--- config.mk ---
export PLATFORM = sky130hd
export DESIGN_NAME = operand_fetch_flat
export DESIGN_NICKNAME = d
export VERILOG_FILES = /design/src/rtl/operand_fetch_if.sv /design/src/rtl/operand_fetch.sv /design/src/flat_wrapper.sv
export SDC_FILE = /design/constraint.sdc
export NUM_CORES = 2
export LEC_CHECK = 0
export CAP_MARGIN = 20
export CORE_ASPECT_RATIO = 1.5
export CORE_MARGIN = 5
export CORE_UTILIZATION = 60
export CTS_CLUSTER_DIAMETER = 60
export DETAILED_ROUTE_END_ITERATION = 8
export GPL_ROUTABILITY_DRIVEN = 0
export HOLD_SLACK_MARGIN = 0.08
export PLACE_DENSITY = 0.78
export SYNTH_ARGS = -nofsm -noshare
export SYNTH_HDL_FRONTEND = slang
export SYNTH_SLANG_ARGS = --single-unit
--- constraint.sdc ---
create_clock -name clk -period 9.71 [get_ports clk]
set_input_delay 1.4565 -clock clk [delete_from_list [all_inputs] [get_ports clk]]
set_output_delay 1.4565 -clock clk [all_outputs]
set_load 0.01 [all_outputs]
--- src/rtl/operand_fetch_if.sv ---
// Handshake and writeback bundle between the decode/operand-fetch stage,
// its instruction source, the ALU and the result stage.
interface operand_fetch_if #(
    parameter int WIDTH = 32
);
    logic             in_valid;
    logic             in_ready;
    logic [31:0]      in_instr;
    logic             out_valid;
    logic             out_ready;
    logic [WIDTH-1:0] out_src1;
    logic [WIDTH-1:0] out_src2;
    logic [3:0]       out_op;
    logic [4:0]       out_rd;
    logic             wb_en;
    logic [4:0]       wb_rd;
    logic [WIDTH-1:0] wb_data;

    modport slave (
        input  in_valid, in_instr, out_ready, wb_en, wb_rd, wb_data,
        output in_ready, out_valid, out_src1, out_src2, out_op, out_rd
    );

    modport master (
        output in_valid, in_instr, out_ready, wb_en, wb_rd, wb_data,
        input  in_ready, out_valid, out_src1, out_src2, out_op, out_rd
    );
endinterface

--- src/rtl/operand_fetch.sv ---
// Decode/operand-fetch stage: register file, busy scoreboard for RAW/WAW
// hazards, writeback bypass and the output pipeline register feeding the ALU.
module operand_fetch #(
    parameter int WIDTH = 32,
    parameter int NREGS = 32
) (
    input  logic           clk,
    input  logic           reset,
    operand_fetch_if.slave bus
);
    localparam int IDXW = 5;

    logic [3:0]      op;
    logic [IDXW-1:0] rd;
    logic [IDXW-1:0] rs1;
    logic [IDXW-1:0] rs2;
    logic            use_imm;
    logic [11:0]     imm12;

    assign {op, rd, rs1, rs2, use_imm, imm12} = bus.in_instr;

    logic [WIDTH-1:0] rf_reg [NREGS];
    logic [NREGS-1:0] busy_reg;
    logic [NREGS-1:0] busy_next;

    logic             out_valid_reg;
    logic [WIDTH-1:0] out_src1_reg;
    logic [WIDTH-1:0] out_src2_reg;
    logic [3:0]       out_op_reg;
    logic [IDXW-1:0]  out_rd_reg;

    logic             wb_hit_rs1;
    logic             wb_hit_rs2;
    logic             wb_hit_rd;
    logic             hazard;
    logic             in_ready_int;
    logic             accept;
    logic [WIDTH-1:0] src1_val;
    logic [WIDTH-1:0] src2_val;

    // A writeback landing this cycle resolves the matching busy bit early.
    assign wb_hit_rs1 = bus.wb_en && (bus.wb_rd == rs1);
    assign wb_hit_rs2 = bus.wb_en && (bus.wb_rd == rs2);
    assign wb_hit_rd  = bus.wb_en && (bus.wb_rd == rd);

    assign hazard = bus.in_valid &&
                    ((busy_reg[rs1] && !wb_hit_rs1) ||
                     (!use_imm && busy_reg[rs2] && !wb_hit_rs2) ||
                     ((rd != '0) && busy_reg[rd] && !wb_hit_rd));

    assign in_ready_int = (!out_valid_reg || bus.out_ready) && !hazard;
    assign accept       = bus.in_valid && in_ready_int;

    always_comb begin
        src1_val = '0;
        if (rs1 == '0)
            src1_val = '0;
        else if (wb_hit_rs1)
            src1_val = bus.wb_data;
        else
            src1_val = rf_reg[rs1];
    end

    always_comb begin
        src2_val = '0;
        if (use_imm)
            src2_val = {{(WIDTH-12){imm12[11]}}, imm12};
        else if (rs2 == '0)
            src2_val = '0;
        else if (wb_hit_rs2)
            src2_val = bus.wb_data;
        else
            src2_val = rf_reg[rs2];
    end

    // Per-register scoreboard update: an issuing write claim beats a same-cycle writeback.
    for (genvar gi = 0; gi < NREGS; gi++) begin : g_busy
        if (gi == 0) begin : g_r0
            assign busy_next[gi] = 1'b0;
        end else begin : g_rn
            assign busy_next[gi] = (accept && (rd == IDXW'(gi)))                  ? 1'b1 :
                                   (bus.wb_en && (bus.wb_rd == IDXW'(gi)))        ? 1'b0 :
                                   busy_reg[gi];
        end
    end

    always_ff @(posedge clk) begin
        if (reset)
            busy_reg <= '0;
        else
            busy_reg <= busy_next;
    end

    always_ff @(posedge clk) begin
        if (reset) begin
            for (int i = 0; i < NREGS; i++)
                rf_reg[i] <= '0;
        end else if (bus.wb_en && (bus.wb_rd != '0)) begin
            rf_reg[bus.wb_rd] <= bus.wb_data;
        end
    end

    always_ff @(posedge clk) begin
        if (reset) begin
            out_valid_reg <= 1'b0;
            out_src1_reg  <= '0;
            out_src2_reg  <= '0;
            out_op_reg    <= '0;
            out_rd_reg    <= '0;
        end else if (accept) begin
            out_valid_reg <= 1'b1;
            out_src1_reg  <= src1_val;
            out_src2_reg  <= src2_val;
            out_op_reg    <= op;
            out_rd_reg    <= rd;
        end else if (bus.out_ready) begin
            out_valid_reg <= 1'b0;
        end
    end

    assign bus.in_ready  = in_ready_int;
    assign bus.out_valid = out_valid_reg;
    assign bus.out_src1  = out_src1_reg;
    assign bus.out_src2  = out_src2_reg;
    assign bus.out_op    = out_op_reg;
    assign bus.out_rd    = out_rd_reg;
endmodule

--- src/flat_wrapper.sv ---
// flat-port wrapper written by rule: the top's interface ports become plain ports
module operand_fetch_flat 
#(
    parameter int WIDTH = 32,
    parameter int NREGS = 32
)
  (clk, reset, bus_in_valid, bus_in_instr, bus_out_ready, bus_wb_en, bus_wb_rd, bus_wb_data, bus_in_ready, bus_out_valid, bus_out_src1, bus_out_src2, bus_out_op, bus_out_rd);
  operand_fetch_if #(.WIDTH(WIDTH)) bus_i ();
  input  logic clk;
  input  logic reset;
  input wire logic [$bits(bus_i.in_valid)-1:0] bus_in_valid;
  input wire logic [$bits(bus_i.in_instr)-1:0] bus_in_instr;
  input wire logic [$bits(bus_i.out_ready)-1:0] bus_out_ready;
  input wire logic [$bits(bus_i.wb_en)-1:0] bus_wb_en;
  input wire logic [$bits(bus_i.wb_rd)-1:0] bus_wb_rd;
  input wire logic [$bits(bus_i.wb_data)-1:0] bus_wb_data;
  output wire logic [$bits(bus_i.in_ready)-1:0] bus_in_ready;
  output wire logic [$bits(bus_i.out_valid)-1:0] bus_out_valid;
  output wire logic [$bits(bus_i.out_src1)-1:0] bus_out_src1;
  output wire logic [$bits(bus_i.out_src2)-1:0] bus_out_src2;
  output wire logic [$bits(bus_i.out_op)-1:0] bus_out_op;
  output wire logic [$bits(bus_i.out_rd)-1:0] bus_out_rd;
  assign bus_i.in_valid = bus_in_valid;
  assign bus_i.in_instr = bus_in_instr;
  assign bus_i.out_ready = bus_out_ready;
  assign bus_i.wb_en = bus_wb_en;
  assign bus_i.wb_rd = bus_wb_rd;
  assign bus_i.wb_data = bus_wb_data;
  assign bus_in_ready = bus_i.in_ready;
  assign bus_out_valid = bus_i.out_valid;
  assign bus_out_src1 = bus_i.out_src1;
  assign bus_out_src2 = bus_i.out_src2;
  assign bus_out_op = bus_i.out_op;
  assign bus_out_rd = bus_i.out_rd;
  operand_fetch #(.WIDTH(WIDTH), .NREGS(NREGS)) u_core (.clk(clk), .reset(reset), .bus(bus_i));
endmodule
==> key figures <==
Logic synthesis
  – Post-Synthesis Cells: 4290
  – #FFs+latches synth: 1129
  – Ys async rst share: 0%
  – Synth warn: 0
  – Area of the mapped netlist: 59740 sq um
  – Top_reg_cell synth: edfxtp_1
  – Post-synth EDFFs: 1024
  – Synth cell types: 65
  – Sequential area share after synthesis: 54.99%
  – Mean Syn Cell Area: 13.93 sq um

Timing
  – Crit share post-route: 68.54%
  – Maximum clock rate: 0.1503 GHz
  – Setup tns final: 0 ps
  – Worst-margin pin slew: 1141 ps
  – Hold violation count in the final report: 0
  – Max-slew violations: 0
  – Clock Skews: 37.53 ps
  – Final min period: 6655 ps
  – # setup viols final: 0
  – RSZ-0062 raised after global routing: false
  – Max-slew headroom: 23.72%

Final layout
  – Most common cell after layout, fill and taps aside: edfxtp_1
  – Nets: 4329
  – Max reg flops: 1024
  – Post-Layout Cell Count: 5638
  – Layout Area Growth over Synthesis: 11.06%
  – Most frequent cells in the layout: edfxtp_1 (1024), and2_1 (1006), mux4_2 (438)
  – Share of cells above drive strength 1: 20.37%
  – Layout fillers: 6795

Clocking
  – CTS clock-pin slew for the worst setup and hold paths: 70 ps
  – CTS hold repair buffers: 0
  – Clock Tree Buf Depth: 3
  – Post_cts resized: 0
  – TritonCTS Buffers: 106
  – H-tree depth: 3
  – Root Driver: clkbuf_16
  – CTS tree: yes
  – Sink Count: 1129
  – Setup bufs post-CTS: 0
  – Clk_lat worst skew: 730 ps

Setup path
  – Reg2reg end: u_core.busy_reg[31]
  – CP required: 8250 ps
  – Largest delay contributor family on the critical path: buffers and inverters
  – Slowest cell delay on critical path: 730 ps
  – CP Capture Type: output port
  – Critical path class: in -> out
  – Crit path depth: 9
  – Worst setup SP type: primary input
  – Cells along the critical path: buf_2, buf_4, or3b_2, o22ai_1, nor4_1, a211o_2, nand3_1, a21boi_0, clkdlybuf4s50_1
  – Minimum setup slack among reg-to-reg paths: 6220 ps
  – Slowest-stage cell, CP: or3b_2
  – Critical path buffers and inverters: 3
  – Worst reg-to-reg path cell count: 7
  – Crit path max fanout: 23
  – Worst r2r src: u_core.busy_reg[31]
  – Crit path DAT: 5200 ps

Floorplan
  – DIE AREA: 106100 sq um
  – # rows: 141
  – I/O pin cnt: 149
  – Die width: 267.6 um
  – Die Ht: 396.5 um
  – Initial Util: 60.58%
  – Total core area: 98620 sq um

Power
  – Lkg Pwr: 22.89 nW
  – Maximum vdd drop: 147.4 uV
  – Pwr Density: 175.3 nW/um^2

Drt
  – Iteration-0 DRC Markers: 7363
  – Vias per Instance: 7.411
  – WL final: 210400 um
  – Pre-Repair DR Iteration Count: 8
  – Remaining DRCs: 0
  – DR vias: 41780
  – Routed len/inst: 37.32 um
  – Final ANT Viol Nets: 0

Min path
  – Hold Path Class: reg -> reg
  – Hold Startpoint: u_core.bus.out_src2[26]
  – Worst Hold End: u_core.bus.out_src2[26]
  – Hold depth: 2

Place
  – Port Buffers: 148
  – Placed cells: 5427
  – Post-DP HPWL: 120700 um

Global route
  – Initial antenna violation count: 12
  – All-Layer GR Usage: 39.15%
  – Vias in the first global route: 42140
  – Total gr overflow: 0
  – Largest net degree at the start of global routing: 112
  – First-pass GRT wire length: 295100 um

Run
  – Max Cap Viol: 0

Status
  – Status: finished clean
[layer usage]
metal | vias to the layer above | GRT usage [%] | part of all wire [%]
li1 | 16310 | - | -
met1 | 20540 | 44.49 | 29
met2 | 3825 | 60.38 | 46
met3 | 1110 | 10.41 | 13
met4 | 4 | 35.34 | 12
met5 | - | 0 | 0.014
[power by group]
part	switching (mW)	internal, mW
Sequential	0.158	5.57
Combinational	0.914	0.592
Clock	1.85	2.54
Total	2.93	8.70
[worst reg2reg max path, stage by stage, from the launching register on]
cell and delay, ps:
dfxtp_1 350, mux4_2 480, a32o_1 260, nor4_1 350, a211o_2 400, nand4_4 580
buf_4 570, o32ai_1 400
[Yosys cell counts (5+ instances only)]
master	number	share of area, %
xor2_1	8	0.12
a22oi_2	9	0.19
nand3b_1	5	0.063
nor2_1	54	0.34
and2_1	1007	11
nor3_1	36	0.30
dfxtp_1	105	3.5
buf_2	59	0.49
a22oi_1	14	0.18
buf_1	30	0.19
edfxtp_1	1024	51
o21ai_0	86	0.72
clkbuf_1	336	2.1
nand3_1	49	0.41
mux2i_1	246	4.1
o22ai_1	111	1.2
a32oi_1	11	0.16
mux2_2	28	0.53
a222oi_1	9	0.15
buf_6	15	0.28
a221oi_1	59	0.87
a41oi_1	9	0.13
xnor2_1	7	0.10
mux4_2	438	17
mux2_4	8	0.20
nor2b_1	48	0.50
a21oi_1	132	1.1
nand4_1	5	0.052
o211ai_1	16	0.20
o31ai_1	8	0.10
buf_4	24	0.30
nand2b_1	7	0.073
o221ai_1	47	0.69
nand2_1	145	0.91
inv_1	21	0.13
a211oi_1	16	0.20
o32ai_1	11	0.16
[worst max-delay path by stage]
| stage | start | endpoint | slack [ps] |
|---|---|---|---|
| 2_1_floorplan | bus_wb_rd[0] | u_core.busy_reg[29] | 4590 |
| 4_1_cts | bus_in_instr[15] | bus_in_ready | 3240 |
| 3_3_place_gp | bus_in_instr[15] | bus_in_ready | 3310 |
| 3_5_place_dp | bus_in_instr[15] | bus_in_ready | 3250 |
| 6_report | bus_in_instr[15] | bus_in_ready | 3050 |
| 5_1_grt | bus_in_instr[15] | bus_in_ready | 3050 |
[through the flow]
step	area, sq um	hold WS [ps]	worst slack [ps]	utilization [%]	total power [mW]
6_report	66350	456.1	3055	67.28	11.63
4_1_cts	66180	456.8	3236	67.11	11.55
3_5_place_dp	62560	445.9	3254	63.44	7.258
3_3_place_gp	62560	437.8	3308	63.43	7.218
2_1_floorplan	59850	449.5	4589	-	6.655
5_1_grt	66340	484.7	3047	67.27	11.87
[final cells by class]
cell class                      count  area (sq um)  area share, %
Antenna cell                        6         15.01        0.02263
Clock buffer                      145          2975          4.485
Clock inverter                     53         645.6         0.9731
Inverter                           23         90.09         0.1358
Multi-Input combinational cell   2705         25460          38.38
Sequential cell                  1129         32850          49.52
Tap cell                         1287          1610          2.427
Timing Repair Buffer              290          2695          4.062
[cells by family after synthesis]
family / count (synthesis) / synth area share (%)
DFF: 1129 / 54.99
other: 1 / 0.006277
and+or+nand+nor: 1374 / 13.43
muxes: 724 / 21.44
xor gates and xnor gates: 15 / 0.2199
AOI/OAI and AO/OA: 560 / 6.390
buffers and inverters: 487 / 3.523
(Power assumes the default switching activity.)
